$ cat src/rtl/csr_cmd_initiator.sv
// CSR request/response initiator: runs WRITE, READ and POLL commands one at a
// time against the CSR block and streams read/poll results back to the host.
module csr_cmd_initiator #(
  parameter int unsigned RegDataWidth = 32,
  parameter int unsigned RegAddrWidth = 32,
  parameter int unsigned PollGap      = 4,
  parameter int unsigned PollTimeout  = 1024
) (
  input  logic                    clk_i,
  input  logic                    rst_ni,
  input  logic [1:0]              cmd_op_i,
  input  logic [RegAddrWidth-1:0] cmd_addr_i,
  input  logic [RegDataWidth-1:0] cmd_data_i,
  input  logic [RegDataWidth-1:0] cmd_cmp_i,
  input  logic                    cmd_valid_i,
  output logic                    cmd_ready_o,
  output logic [RegDataWidth-1:0] csr_req_data_o,
  output logic [RegAddrWidth-1:0] csr_req_addr_o,
  output logic                    csr_req_write_o,
  output logic                    csr_req_valid_o,
  input  logic                    csr_req_ready_i,
  input  logic [RegDataWidth-1:0] csr_rsp_data_i,
  input  logic                    csr_rsp_valid_i,
  output logic                    csr_rsp_ready_o,
  output logic [RegDataWidth-1:0] rd_data_o,
  output logic                    rd_valid_o,
  input  logic                    rd_ready_i,
  output logic                    busy_o,
  output logic                    poll_timeout_o
);

  localparam int unsigned AttW = $clog2(PollTimeout + 1);
  localparam int unsigned GapW = (PollGap > 1) ? $clog2(PollGap) : 1;

  localparam logic [1:0] OpWrite = 2'b00;
  localparam logic [1:0] OpPoll  = 2'b10;
  localparam logic [1:0] OpNop   = 2'b11;

  typedef enum logic [2:0] {
    IDLE,
    REQ,
    RSP,
    GAP,
    PUSH
  } state_e;

  state_e                  state_q, state_d;
  logic [1:0]              op_q, op_d;
  logic [RegAddrWidth-1:0] addr_q, addr_d;
  logic [RegDataWidth-1:0] mask_q, mask_d;
  logic [RegDataWidth-1:0] cmp_q, cmp_d;
  logic [RegDataWidth-1:0] req_data_q, req_data_d;
  logic                    req_write_q, req_write_d;
  logic [RegDataWidth-1:0] rd_data_q, rd_data_d;
  logic [AttW-1:0]         att_q, att_d;
  logic [GapW-1:0]         gap_q, gap_d;
  logic                    poll_to_q, poll_to_d;
  logic                    cmd_ready_q, busy_q, req_valid_q, rsp_ready_q, rd_valid_q;

  logic [AttW-1:0]         att_inc;
  logic                    match;

  // Next-state and datapath updates
  always_comb begin
    state_d     = state_q;
    op_d        = op_q;
    addr_d      = addr_q;
    mask_d      = mask_q;
    cmp_d       = cmp_q;
    req_data_d  = req_data_q;
    req_write_d = req_write_q;
    rd_data_d   = rd_data_q;
    att_d       = att_q;
    gap_d       = gap_q;
    poll_to_d   = poll_to_q;
    att_inc     = att_q + AttW'(1);
    match       = ((csr_rsp_data_i ^ cmp_q) & mask_q) == '0;

    unique case (state_q)
      IDLE: begin
        if (cmd_valid_i && cmd_ready_q) begin
          op_d        = cmd_op_i;
          addr_d      = cmd_addr_i;
          mask_d      = cmd_data_i;
          cmp_d       = cmd_cmp_i;
          // Reads and polls put zero on the request data bus
          req_write_d = (cmd_op_i == OpWrite);
          req_data_d  = (cmd_op_i == OpWrite) ? cmd_data_i : '0;
          att_d       = '0;
          poll_to_d   = 1'b0;
          if (cmd_op_i != OpNop) state_d = REQ;
        end
      end
      REQ: begin
        if (csr_req_ready_i) state_d = (op_q == OpWrite) ? IDLE : RSP;
      end
      RSP: begin
        if (csr_rsp_valid_i) begin
          rd_data_d = csr_rsp_data_i;
          if (op_q != OpPoll) begin
            state_d = PUSH;
          end else begin
            att_d = att_inc;
            if (match) begin
              state_d = PUSH;
            end else if (att_inc == AttW'(PollTimeout)) begin
              poll_to_d = 1'b1;
              state_d   = PUSH;
            end else if (PollGap == 0) begin
              state_d = REQ;
            end else begin
              gap_d   = '0;
              state_d = GAP;
            end
          end
        end
      end
      GAP: begin
        if (gap_q == GapW'(PollGap - 1)) state_d = REQ;
        else gap_d = gap_q + GapW'(1);
      end
      PUSH: begin
        if (rd_ready_i) state_d = IDLE;
      end
      default: state_d = IDLE;
    endcase
  end

  // State, latches and registered handshake outputs (decoded from next state)
  always_ff @(posedge clk_i or negedge rst_ni) begin
    if (!rst_ni) begin
      state_q     <= IDLE;
      op_q        <= '0;
      addr_q      <= '0;
      mask_q      <= '0;
      cmp_q       <= '0;
      req_data_q  <= '0;
      req_write_q <= 1'b0;
      rd_data_q   <= '0;
      att_q       <= '0;
      gap_q       <= '0;
      poll_to_q   <= 1'b0;
      cmd_ready_q <= 1'b1;
      busy_q      <= 1'b0;
      req_valid_q <= 1'b0;
      rsp_ready_q <= 1'b0;
      rd_valid_q  <= 1'b0;
    end else begin
      state_q     <= state_d;
      op_q        <= op_d;
      addr_q      <= addr_d;
      mask_q      <= mask_d;
      cmp_q       <= cmp_d;
      req_data_q  <= req_data_d;
      req_write_q <= req_write_d;
      rd_data_q   <= rd_data_d;
      att_q       <= att_d;
      gap_q       <= gap_d;
      poll_to_q   <= poll_to_d;
      cmd_ready_q <= (state_d == IDLE);
      busy_q      <= (state_d != IDLE);
      req_valid_q <= (state_d == REQ);
      rsp_ready_q <= (state_d == RSP);
      rd_valid_q  <= (state_d == PUSH);
    end
  end

  assign cmd_ready_o     = cmd_ready_q;
  assign csr_req_data_o  = req_data_q;
  assign csr_req_addr_o  = addr_q;
  assign csr_req_write_o = req_write_q;
  assign csr_req_valid_o = req_valid_q;
  assign csr_rsp_ready_o = rsp_ready_q;
  assign rd_data_o       = rd_data_q;
  assign rd_valid_o      = rd_valid_q;
  assign busy_o          = busy_q;
  assign poll_timeout_o  = poll_to_q;

endmodule

$ cat config.mk
export PLATFORM = sky130hd
export DESIGN_NAME = csr_cmd_initiator
export DESIGN_NICKNAME = d
export VERILOG_FILES = /design/src/rtl/csr_cmd_initiator.sv
export SDC_FILE = /design/constraint.sdc
export NUM_CORES = 1
export LEC_CHECK = 0
export CAP_MARGIN = 20
export CORE_MARGIN = 3
export CORE_UTILIZATION = 51
export CTS_CLUSTER_SIZE = 28
export DETAILED_ROUTE_END_ITERATION = 10
export GPL_ROUTABILITY_DRIVEN = 0
export MAX_ROUTING_LAYER = met4
export PLACE_DENSITY = 0.85
export SYNTH_ARGS = -nofsm -noshare
export SYNTH_HDL_FRONTEND = slang
export SYNTH_SLANG_ARGS = --single-unit
$ cat constraint.sdc
create_clock -name clk_i -period 5.57 [get_ports clk_i]
set_clock_uncertainty 0.15 [all_clocks]
set_input_delay 0.557 -clock clk_i [delete_from_list [all_inputs] [get_ports clk_i]]
set_output_delay 0.557 -clock clk_i [all_outputs]
set_load 0.02 [all_outputs]
Yosys cells after proc, flatten, opt, wreduce, memory -nomap -nowiden
Cells that the tools add are included.
{"block": "op_classes", "n_addsub": 2, "eq_ne": 18, "muxes": 28, "bitwise": 2, "n_reduce_logical": 14}
{"cell": "11-bit two-way mux", "n": 3}
{"cell": "32-bit bitwise AND", "n": 1}
{"cell": "32-bit zero test", "n": 1}
{"cell": "32-bit two-way mux", "n": 1}
{"cell": "32-bit bitwise XOR", "n": 1}
{"cell": "3-bit two-way mux", "n": 9}
{"cell": "11-bit case mux with 2 select lines", "n": 1}
{"cell": "2-bit != test, second input constant", "n": 9}
{"cell": "3-bit case mux with 5 select lines", "n": 1}
{"cell": "2-bit two-way mux", "n": 6}
{"cell": "6-bit AND reduction", "n": 2}
{"cell": "11-bit by 1-bit adder with 11-bit output, second input constant", "n": 1}
{"cell": "11-bit == test, second input constant", "n": 1}
{"cell": "3-bit by 2-bit == test with 1-bit output, second input constant", "n": 3}
{"cell": "3-bit by 1-bit == test with 1-bit output, second input constant", "n": 2}
{"cell": "3-bit == test, second input constant", "n": 2}
{"cell": "3-bit zero test", "n": 2}
{"cell": "1-bit two-way mux", "n": 5}
{"cell": "2-bit zero test", "n": 2}
{"cell": "2-bit case mux with 2 select lines", "n": 1}
{"cell": "2-bit AND reduction", "n": 2}
{"cell": "4-bit AND reduction", "n": 1}
{"cell": "2-bit nonzero test", "n": 2}
{"cell": "3-bit nonzero test", "n": 1}
{"cell": "other kinds (4)", "n": 4}
{"block": "word_totals", "register_bits": 185, "output_inout_bits": 103}

Depth between registers and ports, before layout
Gate-level depths: netlist (run 1).
{"block": "logic_depth", "depth_word": 8, "mapped_depth": 8, "mapped_depth_nobuf": 8}

Least setup slack after synthesis (run 1)
No wires, ideal clock.
{"block": "synth_path", "path_type": "flip-flop to flip-flop", "start": "register att_q[0]", "end": "register gap_q[1]", "arrival_time_ns": 1.801, "t_required_ns": 5.300, "setup_slack_ns": 3.500, "stages_incl_launch_ff": 9, "n_path_buf": 0, "period_less_slack_ns": 2.070, "path_cell_list": "dfrtp_1 ha_1 nand4_2 xor2_1 a31oi_1 nor3_2 a21oi_2 nand3_1 a31o_1"}
{"block": "synth_between", "elab_chain_len": 4}
{"item": "from (decl)", "line": "55", "text": "logic [AttW-1:0] att_q, att_d;"}
{"item": "from (signal assigned)", "line": "157", "text": "att_q <= att_d;"}
{"item": "11-bit by 1-bit adder with 11-bit output", "line": "76", "text": "att_inc = att_q + AttW'(1);"}
{"item": "11-bit == test", "line": "106", "text": "end else if (att_inc == AttW'(PollTimeout)) begin"}
{"item": "2-bit != test (no source line)"}
{"item": "6-bit AND reduction (no source line)"}
{"item": "to (signal assigned)", "line": "158", "text": "gap_q <= gap_d;"}
{"item": "to (decl)", "line": "56", "text": "logic [GapW-1:0] gap_q, gap_d;"}
Every way passes these cells.
A chain may end at the register's enable or synchronous reset.

Worst setup path in the final report (run 1)
{"block": "layout_path", "start": "input port cmd_valid_i", "end": "register req_valid_q (netlist: csr_req_valid_o)"}
{"block": "layout_between", "elab_chain_len": 4}
{"item": "from (decl)", "line": "15", "text": "input logic cmd_valid_i,"}
{"item": "1-bit logical AND", "line": "81", "text": "if (cmd_valid_i && cmd_ready_q) begin"}
{"item": "3-bit two-way mux", "line": "81"}
{"item": "3-bit case mux with 5 select lines", "line": "79", "text": "unique case (state_q)"}
{"item": "3-bit by 1-bit == test with 1-bit output", "line": "162", "text": "req_valid_q <= (state_d == REQ);"}
{"item": "to (signal assigned)", "line": "162"}
{"item": "to (decl)", "line": "58", "text": "logic cmd_ready_q, busy_q, req_valid_q, rsp_ready_q, rd_valid_q;"}
Every way passes these cells.

==> results.md, run 1 <==
- Util after Layout: 74.3%
- Fmax: between 300 and 400 MHz
- Final Cycle Share: between 40 and 50%
- # clock sinks: about 190
- Synth top area share: between 50 and 60%
- Reg clk slew, reported paths: 0.06 ns
- Maximum fanout along the worst path: a little over 80
- Total routed wirelength: 21,500 µm
- GR Util All Layers: between 20% and 30%
- Hold WS: 0.0447 ns
- MaxCap Viol Count: 0
- Io pins: roughly 240
- Final hold viol count: 0
- Yosys warnings: 0
- Initial Util: 52.8%
- P_sw: 2.22 mW
- Non-filler instance count after layout: ~1,200
- TritonCTS clock tree: yes
- DRT iter0 DRCs: approximately 460
- Seq/Total Area, Yosys: ~59%
- Synth Register Bits: 185
- Synth area leaders: dfrtp_1 (59%), nand2_1 (18%), xor2_1 (3.8%)
- Library cells used by synthesis: between 40 and 50
- Endpoints failing setup: 0
- EDFF count, synth: 0
- Inst Count DP: roughly 1,200
- Sw frac: roughly 36%
- Die width: 130 µm
- Rel. slew slack: around 29%
- Slew Viols, Final: 0
- Tmin final: ~2.7 ns
- HP Class: primary input to async pin
- Bufs on Longest Clock Path: 2
- Drt pass-1 iters: 6
- Total grt overflow: 0
- Initial antenna violation count: 0
- Status: finished clean
- Most common cell on crit path: buf_4
- Die Y-Extent: around 130 µm
- Most common cell in the synthesized netlist: nand2_1
- Pwr/cell area: roughly 560 mW/mm²
- # diodes: 0
- Crit-path cells: clkdlybuf4s50_1, nand2_1, nor4_4, buf_4, buf_4, a22o_1, and3_1
- Synth Instances: 811
- Share of cells above drive strength 1: under 10%
- RSZ-0062 raised after global routing: false
- Row cnt: 44
- Area Overhead vs Synth: 40.8%
- Combinational fraction of design power: about two fifths
- First-pass GRT wire length: 34,100 µm
- Top post-synthesis cells by count: nand2_1 (373), dfrtp_1 (184), nand3_1 (39)
- Power consumption: between 6 and 7 mW
- Average size of a mapped cell: around 9.6 µm²
- TNS Setup: 0 ns
- Slowest CP cell: buf_4
- Int Power: roughly 3.9 mW
- Hold Buf Count CTS: 0
- CP bufs+invs: 3
- Htree depth: 4
- Synth async-reset ratio: between 90% and 100%
- Post-synth net total: approximately 950
- Largest area contributor in the netlist: dfrtp_1
- Final net count: approximately 1,200
- Inserted Clock Buffers: 17
- Vias in the first global route: between 6,000 and 7,000
- CORE AREA: 0.0148 mm²
- Slew @ Worst Pin: roughly 1.1 ns
- Via Count: 6,484
- Post-DP HPWL: approximately 15,000 µm
- Post-CTS Resized: 0
- Worst-Skew Late Latency: 0.43 ns
- Antenna-violating nets left: 0
- Critical path class: primary input to flop
- Drt wl/cell: around 17 µm
- Worst setup EP type: flop
- DIE AREA: roughly 0.017 mm²
- Crit path DAT: between 2 and 3 ns
- CP peak stage delay: approximately 0.75 ns
- DRC: 0
- Delay-heaviest family, CP: buffers and inverters
- Synth Flop Type: dfrtp_1
- Lkg Pwr: around 5.3 nW
- Largest net degree at the start of global routing: between 90 and 100
- Flop pwr share: a little under two fifths
- Crit start category: primary input
- Vias per cell: around 5.3
- Worst path required time: around 5.8 ns
- Post-CTS setup buffer count: 0
- Peak VDD IR: approximately 360 µV
- Root Driver: clkbuf_16
- IO buf count: ~240
- Clock share of power: between 20% and 30%
- Cell Area, Synth: 0.00779 mm²
==> path summary, 6_finish.rpt <==
kind                                      end  slack (ns)                from  depth (start not counted)
setup / recovery              csr_req_valid_o        2.87         cmd_valid_i                          7
hold / removal             csr_req_data_o[17]        0.04              rst_ni                          1
setup reg to reg              csr_req_valid_o        2.88          state_q[0]                          5
hold reg to reg            csr_req_data_o[20]        0.32  csr_req_data_o[20]                          2
max in group asynchronous  csr_req_addr_o[24]        4.07              rst_ni                          2
min in group clk_i         csr_req_data_o[20]        0.32  csr_req_data_o[20]                          2
==> layout by cell type (no fill, tap or decap), drive strengths merged, types with 4 or more instances in the layout <==
cell           count
a21oi              6
a22oi             17
buf                5
bufinv             6
clkbuf            24
clkdlybuf4s50    237
dfrtp            184
inv                5
mux2              32
nand2            373
nand2b             4
nand3             39
nand4              5
nor2              16
o21ai             12
o31ai              4
xor2              34
==> cell type report <==
type	count	area [µm²]
Sequential cell	185	4630
Fill cell	1023	3790
Multi-Input combinational cell	582	3010
Timing Repair Buffer	243	2420
Clock buffer	23	458
Tap cell	184	230
Clock inverter	9	199
Inverter	5	18.8
==> power by group through the flow <==
stage | Sequential (mW) | Clock [mW] | Combinational, mW
floorplan | 2.66 | 0 | 0.953
global placement | 2.27 | 0 | 2.42
detailed placement | 2.29 | 0 | 2.48
CTS | 2.28 | 1.36 | 2.50
global route | 2.35 | 1.42 | 2.71
finish | 2.28 | 1.35 | 2.48
==> flip-flops by register name, indices dropped and copies added, names as in the netlist, 3 cells and up <==
register        count
rd_data_o          32
mask_q             32
att_q              11
csr_req_data_o     32
cmp_q              32
csr_req_addr_o     32
state_q             3
==> routing by layer <==
layer	up-vias	share of wire, %	GRT usage (%)
met5	-	0	-
met4	0	2.2	8.07
met3	38	8.5	8.04
met2	277	49	44.0
met1	3103	40	33.0
li1	3066	-	-
==> per-stage QoR <==
| stage | setup WS, ns | cell area, µm² |
|---|---|---|
| after floorplan | 3.50 | 7790 |
| after CTS | 2.84 | 11000 |
| after detailed placement | 2.40 | 10300 |
| final | 2.87 | 11000 |
| after global routing | 2.68 | 11000 |
| after global placement | 2.38 | 10300 |
==> kinds of logic after synthesis <==
kind of cell / count (synthesis) / share of synthesized area, %
mux: 32 / 4.63
simple gates: 456 / 24.2
compound gates: 55 / 4.95
fa+ha+maj: 2 / 0.321
xor+xnor: 37 / 4.16
buf+inv: 44 / 2.28
flops: 185 / 59.5
No activity file was read; power rests on OpenSTA's default activity.
==> inputs of run 2 (changes only) <==
--- a/config.mk
+++ b/config.mk
@@ -7,12 +7,12 @@
 export LEC_CHECK = 0
 export CAP_MARGIN = 20
 export CORE_MARGIN = 3
-export CORE_UTILIZATION = 51
+export CORE_UTILIZATION = 42
 export CTS_CLUSTER_SIZE = 28
 export DETAILED_ROUTE_END_ITERATION = 10
 export GPL_ROUTABILITY_DRIVEN = 0
 export MAX_ROUTING_LAYER = met4
-export PLACE_DENSITY = 0.85
+export PLACE_DENSITY = 0.75
 export SYNTH_ARGS = -nofsm -noshare
 export SYNTH_HDL_FRONTEND = slang
 export SYNTH_SLANG_ARGS = --single-unit
==> constraint.sdc (replaced) <==
create_clock -name clk_i -period 2.4 [get_ports clk_i]
set_clock_uncertainty 0.15 [all_clocks]
set_input_delay 0.24 -clock clk_i [delete_from_list [all_inputs] [get_ports clk_i]]
set_output_delay 0.24 -clock clk_i [all_outputs]
set_load 0.02 [all_outputs]
==> run 2 against run 1 <==
Combinational power is 140% higher. Worst setup slack worse by 2.7 ns. Final area is 1.9% higher. Critical path depth is 2 lower. Routed wire length is 1.3% lower. First-iteration DRC count is 10% lower. Die area is 20% higher. Via count is 1.1% lower. Largest cell class unchanged. Highest routed layer unchanged.
==> results.md, run 2 (synthesis results as in run 1) <==
- Status: finished clean
- # diodes: 0
- Post-CTS setup buffer count: 0
- DIE AREA: about 0.02 mm²
- DRC: 0
- Row cnt: 49
- Bufs on Longest Clock Path: 2
- Total grt overflow: 0
- Maximum fanout along the worst path: 14
- Peak VDD IR: roughly 730 µV
- Total routed wirelength: around 21,000 µm
- Root Driver: clkbuf_16
- Slew @ Worst Pin: between 0.5 and 0.6 ns
- Die Y-Extent: about 140 µm
- Setup WS pre-CTS: -0.201 ns
- Inserted Clock Buffers: 17
- Reg clk slew, reported paths: ~0.070 ns
- RSZ-0062 raised after global routing: false
- Final Cycle Share: 92.0%
- Slew Viols, Final: 0
- MaxCap Viol Count: 0
- Share of cells above drive strength 1: about 8.6%
- Endpoints failing setup: 0
- Vias in the first global route: 6,642
- Util after Layout: ~60%
- Io pins: around 240
- DRT iter0 DRCs: just over 400
- Final net count: approximately 1,200
- Drt wl/cell: around 16 µm
- HP Class: primary input to flop
- TritonCTS clock tree: yes
- Crit path DAT: around 2.4 ns
- Antenna-violating nets left: 0
- Pwr/cell area: approximately 1300 mW/mm²
- Non-filler instance count after layout: 1,290
- GR Util All Layers: about 22%
- Largest net degree at the start of global routing: 78
- Commonest non-fill, non-tap cell in the layout: nand2_1
- Initial Util: a little over two fifths
- Sw frac: 37.6%
- Worst setup EP type: flop
- Final hold viol count: 0
- Tmin final: between 2 and 2.5 ns
- Via Count: approximately 6,400
- Drt pass-1 iters: 4
- Flop pwr share: 37.7%
- Int Power: slightly below 9 mW
- Worst path required time: about 2.5 ns
- Combinational fraction of design power: about two fifths
- Post-DP HPWL: 15,300 µm
- Die width: about 140 µm
- Critical path class: flop to flop
- Area Overhead vs Synth: 43.5%
- Commonest non-fill, non-tap cells in the layout: nand2_1 (373), clkdlybuf4s50_1 (237), dfrtp_1 (184)
- Worst-Skew Late Latency: about 0.42 ns
- Initial antenna violation count: 0
- Inst Count DP: ~1,300
- CORE AREA: 0.0181 mm²
- Vias per cell: between 4 and 5
- P_sw: between 5 and 6 mW
- Rel. slew slack: roughly three fifths
- Final worst slack: between 0.15 and 0.2 ns
- IO buf count: 238
- Lkg Pwr: roughly 5.4 nW
- Crit start category: flop
- # clock sinks: about 190
- Fmax: 453 MHz
- Clock share of power: 20.4%
- # fillers: around 1,600
- First-pass GRT wire length: 34,400 µm
- Htree depth: 4
## run 2: cell types whose count changed in the layout (fill, tap and decap cells not counted), moves of 2 or more
cell and delta:
buf_4 +5, inv_6 +5, buf_12 +8, inv_8 +2, clkinvlp_4 +2, bufinv_16 -4
clkbuf_1 -5
## run 2: final cells by class
cell class	instances	area [µm²]	share of cell area, %
Inverter	5	18.8	0.168
Tap cell	229	287	2.56
Multi-Input combinational cell	582	3010	27.0
Clock inverter	14	160	1.43
Sequential cell	185	4630	41.4
Clock buffer	18	439	3.93
Timing Repair Buffer	257	2630	23.5
## run 2: final timing paths
path / startpoint / to / slack, ns / cells past startpoint
setup / recovery: state_q[1] / att_q[8] / 0.19 / 5
hold / removal: cmd_addr_i[27] / csr_req_addr_o[27] / 0.19 / 3
setup reg to reg: state_q[1] / att_q[8] / 0.19 / 5
hold reg to reg: csr_req_data_o[21] / csr_req_data_o[21] / 0.31 / 2
max in group asynchronous: rst_ni / csr_req_data_o[7] / 1.15 / 3
min in group asynchronous: rst_ni / csr_rsp_ready_o / 0.22 / 2
## run 2: worst max-delay path, cell delays in order (launching register included)
cell and delay [ns]:
dfrtp_1 0.48, nor2b_1 0.27, nand2b_1 0.20, nor2_4 0.22, nand2_1 0.32, o41ai_1 0.45
## run 2: stage by stage
stage	TNS (ns)	cell area, µm²	hold slack, ns	power [mW]
after detailed placement	-1.00	10600	0.111	11.3
after global placement	-0.605	10600	0.112	11.1
after CTS	0	11200	0.165	14.2
final	0	11200	0.187	14.1
after floorplan	0	7790	-0.206	8.39
after global routing	0	11200	0.166	15.0
## run 2: timing repair
item                                   CTS  global route
setup endpoints to repair                0             2
gates resized for setup                  0             1
hold buffers                             1             0
endpoints found under the hold margin   56             0
## run 2: power by group through the flow
| stage | logic [mW] | clock network [mW] | registers [mW] |
|---|---|---|---|
| 2_1_floorplan | 2.21 | 0 | 6.18 |
| 5_1_grt | 6.45 | 3.07 | 5.47 |
| 3_3_place_gp | 5.84 | 0 | 5.30 |
| 6_report | 5.89 | 2.87 | 5.30 |
| 3_5_place_dp | 5.96 | 0 | 5.34 |
| 4_1_cts | 5.98 | 2.93 | 5.31 |
## run 2: routing by layer
| layer | track usage, % | share of wire (%) | vias up |
|---|---|---|---|
| met4 | 4.60 | 0.84 | 0 |
| met5 | - | 0 | - |
| li1 | - | - | 3100 |
| met3 | 5.68 | 6.0 | 8 |
| met2 | 35.7 | 50 | 176 |
| met1 | 28.5 | 43 | 3129 |
==> inputs of run 3 (changes only) <==
--- a/config.mk
+++ b/config.mk
@@ -12,7 +12,7 @@
 export DETAILED_ROUTE_END_ITERATION = 10
 export GPL_ROUTABILITY_DRIVEN = 0
 export MAX_ROUTING_LAYER = met4
-export PLACE_DENSITY = 0.75
+export PLACE_DENSITY = 0.76
 export SYNTH_ARGS = -nofsm -noshare
 export SYNTH_HDL_FRONTEND = slang
 export SYNTH_SLANG_ARGS = --single-unit
==> run 3 against run 2 <==
Highest routed layer unchanged. Non-clock buffer count stayed put. Sequential share of layout area is 0.16 points higher. Register-to-register slack worse by 0.06 ns. Sequential power hardly changed.
==> results.md, run 3 (synthesis results as in run 1) <==
- IO buf count: between 200 and 250
- Crit path launch: att_q[0]
- Slew @ Worst Pin: 0.587 ns
- Fmax: between 400 and 500 MHz
- Htree depth: 4
- Reg clk slew, reported paths: ~0.070 ns
- Area Overhead vs Synth: 43.0%
- Final net count: roughly 1,200
- Critical path class: flop to flop
- Tmin final: around 2.3 ns
- CORE AREA: 0.0181 mm²
- Final Cycle Share: around 95%
- Inserted Clock Buffers: 17
- Maximum fanout along the worst path: 4
- R2R Setup Slk: 0.13 ns
- Die width: around 140 µm
- Initial antenna violation count: 0
- Peak VDD IR: ~680 µV
- Initial Util: roughly 43%
- Reg2reg start: att_q[0]
- # diodes: 0
- Share of cells above drive strength 1: a little over 8%
- Slew Viols, Final: 0
- Total routed wirelength: 20,600 µm
- Rel. slew slack: 60.9%
- Commonest non-fill, non-tap cells in the layout: nand2_1 (373), clkdlybuf4s50_1 (237), dfrtp_1 (184)
- Slowest CP cell: dfrtp_1
- Vias per cell: between 4 and 5
- Largest net degree at the start of global routing: ~80
- GR Util All Layers: between 20% and 30%
- CP bufs+invs: 0
- First-pass GRT wire length: approximately 33,000 µm
- Drt wl/cell: approximately 16 µm
- Status: finished clean
- CP peak stage delay: 0.36 ns
- Post-CTS setup buffer count: 0
- Worst setup EP type: flop
- Endpoints failing setup: 0
- Pwr/cell area: roughly 1300 mW/mm²
- DIE AREA: 0.0202 mm²
- Crit-path cells: ha_1, nand4_2, xor2_1, a31oi_1, nor3_2, a21oi_2, nand3_1, a31o_1
- Util after Layout: about three fifths
- Row cnt: 49
- Worst-Skew Late Latency: ~0.42 ns
- Hold Startpoint: cmd_addr_i[25]
- Crit path DAT: about 2.4 ns
- Worst path required time: between 2 and 3 ns
- Power consumption: 13.9 mW
- Drt pass-1 iters: 4
- RSZ-0062 raised after global routing: false
- HP Class: primary input to flop
- Total grt overflow: 0
- Final worst slack: 0.132 ns
- Final hold viol count: 0
- Die Y-Extent: approximately 140 µm
- Antenna-violating nets left: 0
- Post-DP HPWL: 14,700 µm
- Via Count: about 6,300
- Setup WS pre-CTS: -0.123 ns
- Crit start category: flop
- Root Driver: clkbuf_16
- MaxCap Viol Count: 0
- Lkg Pwr: ~5.4 nW
- DRC: 0
- Bufs on Longest Clock Path: 2
- DRT iter0 DRCs: between 300 and 400
- TritonCTS clock tree: yes
- Vias in the first global route: 6,409
- Delay-heaviest family, CP: compound AO/OA/AOI/OAI gates
- Commonest non-fill, non-tap cell in the layout: nand2_1
- Io pins: 239
- # clock sinks: 185
==> run 3: cell count changes in the layout (fill, tap and decap cells not counted), sizes merged <==
| cell | previous run | this run |
|---|---|---|
| clkinvlp | 2 | 1 |
| clkbuf | 19 | 21 |
| inv | 12 | 9 |
| clkinv | 3 | 5 |
==> run 3: what timing repair did <==
action | 4_1_cts | 5_1_grt
hold buffers | 1 | 0
hold endpoints to repair | 51 | 0
resized for setup | 0 | 0
==> run 3: worst register-to-register path, cell delays in order (launching register included) <==
cell and delay (ns):
dfrtp_1 0.36, ha_1 0.24, nand4_2 0.20, xor2_1 0.19
a31oi_1 0.23, nor3_2 0.08, a21oi_2 0.28, nand3_1 0.19
a31o_1 0.24
==> run 3: where the power goes <==
| part | leakage [nW] | internal (mW) | switching (mW) |
|---|---|---|---|
| combinational | 2.74 | 2.68 | 3.16 |
| clock | 0.286 | 1.58 | 1.23 |
| sequential | 2.35 | 4.49 | 0.801 |
==> run 3: final cells by class <==
class	instances	area, µm²
multi-input cells	582	3010
fillers	1488	6950
inverters	5	18.8
flip-flops and latches	185	4630
repair buffers	257	2610
clock inverters	12	139
well taps	229	287
clock buffers	20	447
==> run 3: metal layers <==
layer  track usage [%]  wire (µm)
met5                 -          0
met2              33.7       9910
met1              27.9       9180
met4              4.95        248
met3              6.12       1270
==> run 3: final timing paths <==
kind                                      end  cells past startpoint
setup reg to reg                     gap_q[1]                      8
setup / recovery                     gap_q[1]                      8
hold / removal             csr_req_addr_o[25]                      3
min in group asynchronous           cmp_q[31]                      2
hold reg to reg             csr_req_data_o[8]                      2
max in group asynchronous  csr_req_data_o[11]                      3
==> run 3: through the flow <==
stage,instance area (µm²),std cells,setup TNS (ns),hold slack [ns]
finish,11100,1290,0,0.190
global route,11100,1290,0,0.180
detailed placement,10500,1257,-0.326,0.0865
floorplan,7790,811,0,-0.206
global placement,10500,1257,-0.184,0.0855
CTS,11100,1290,0,0.171
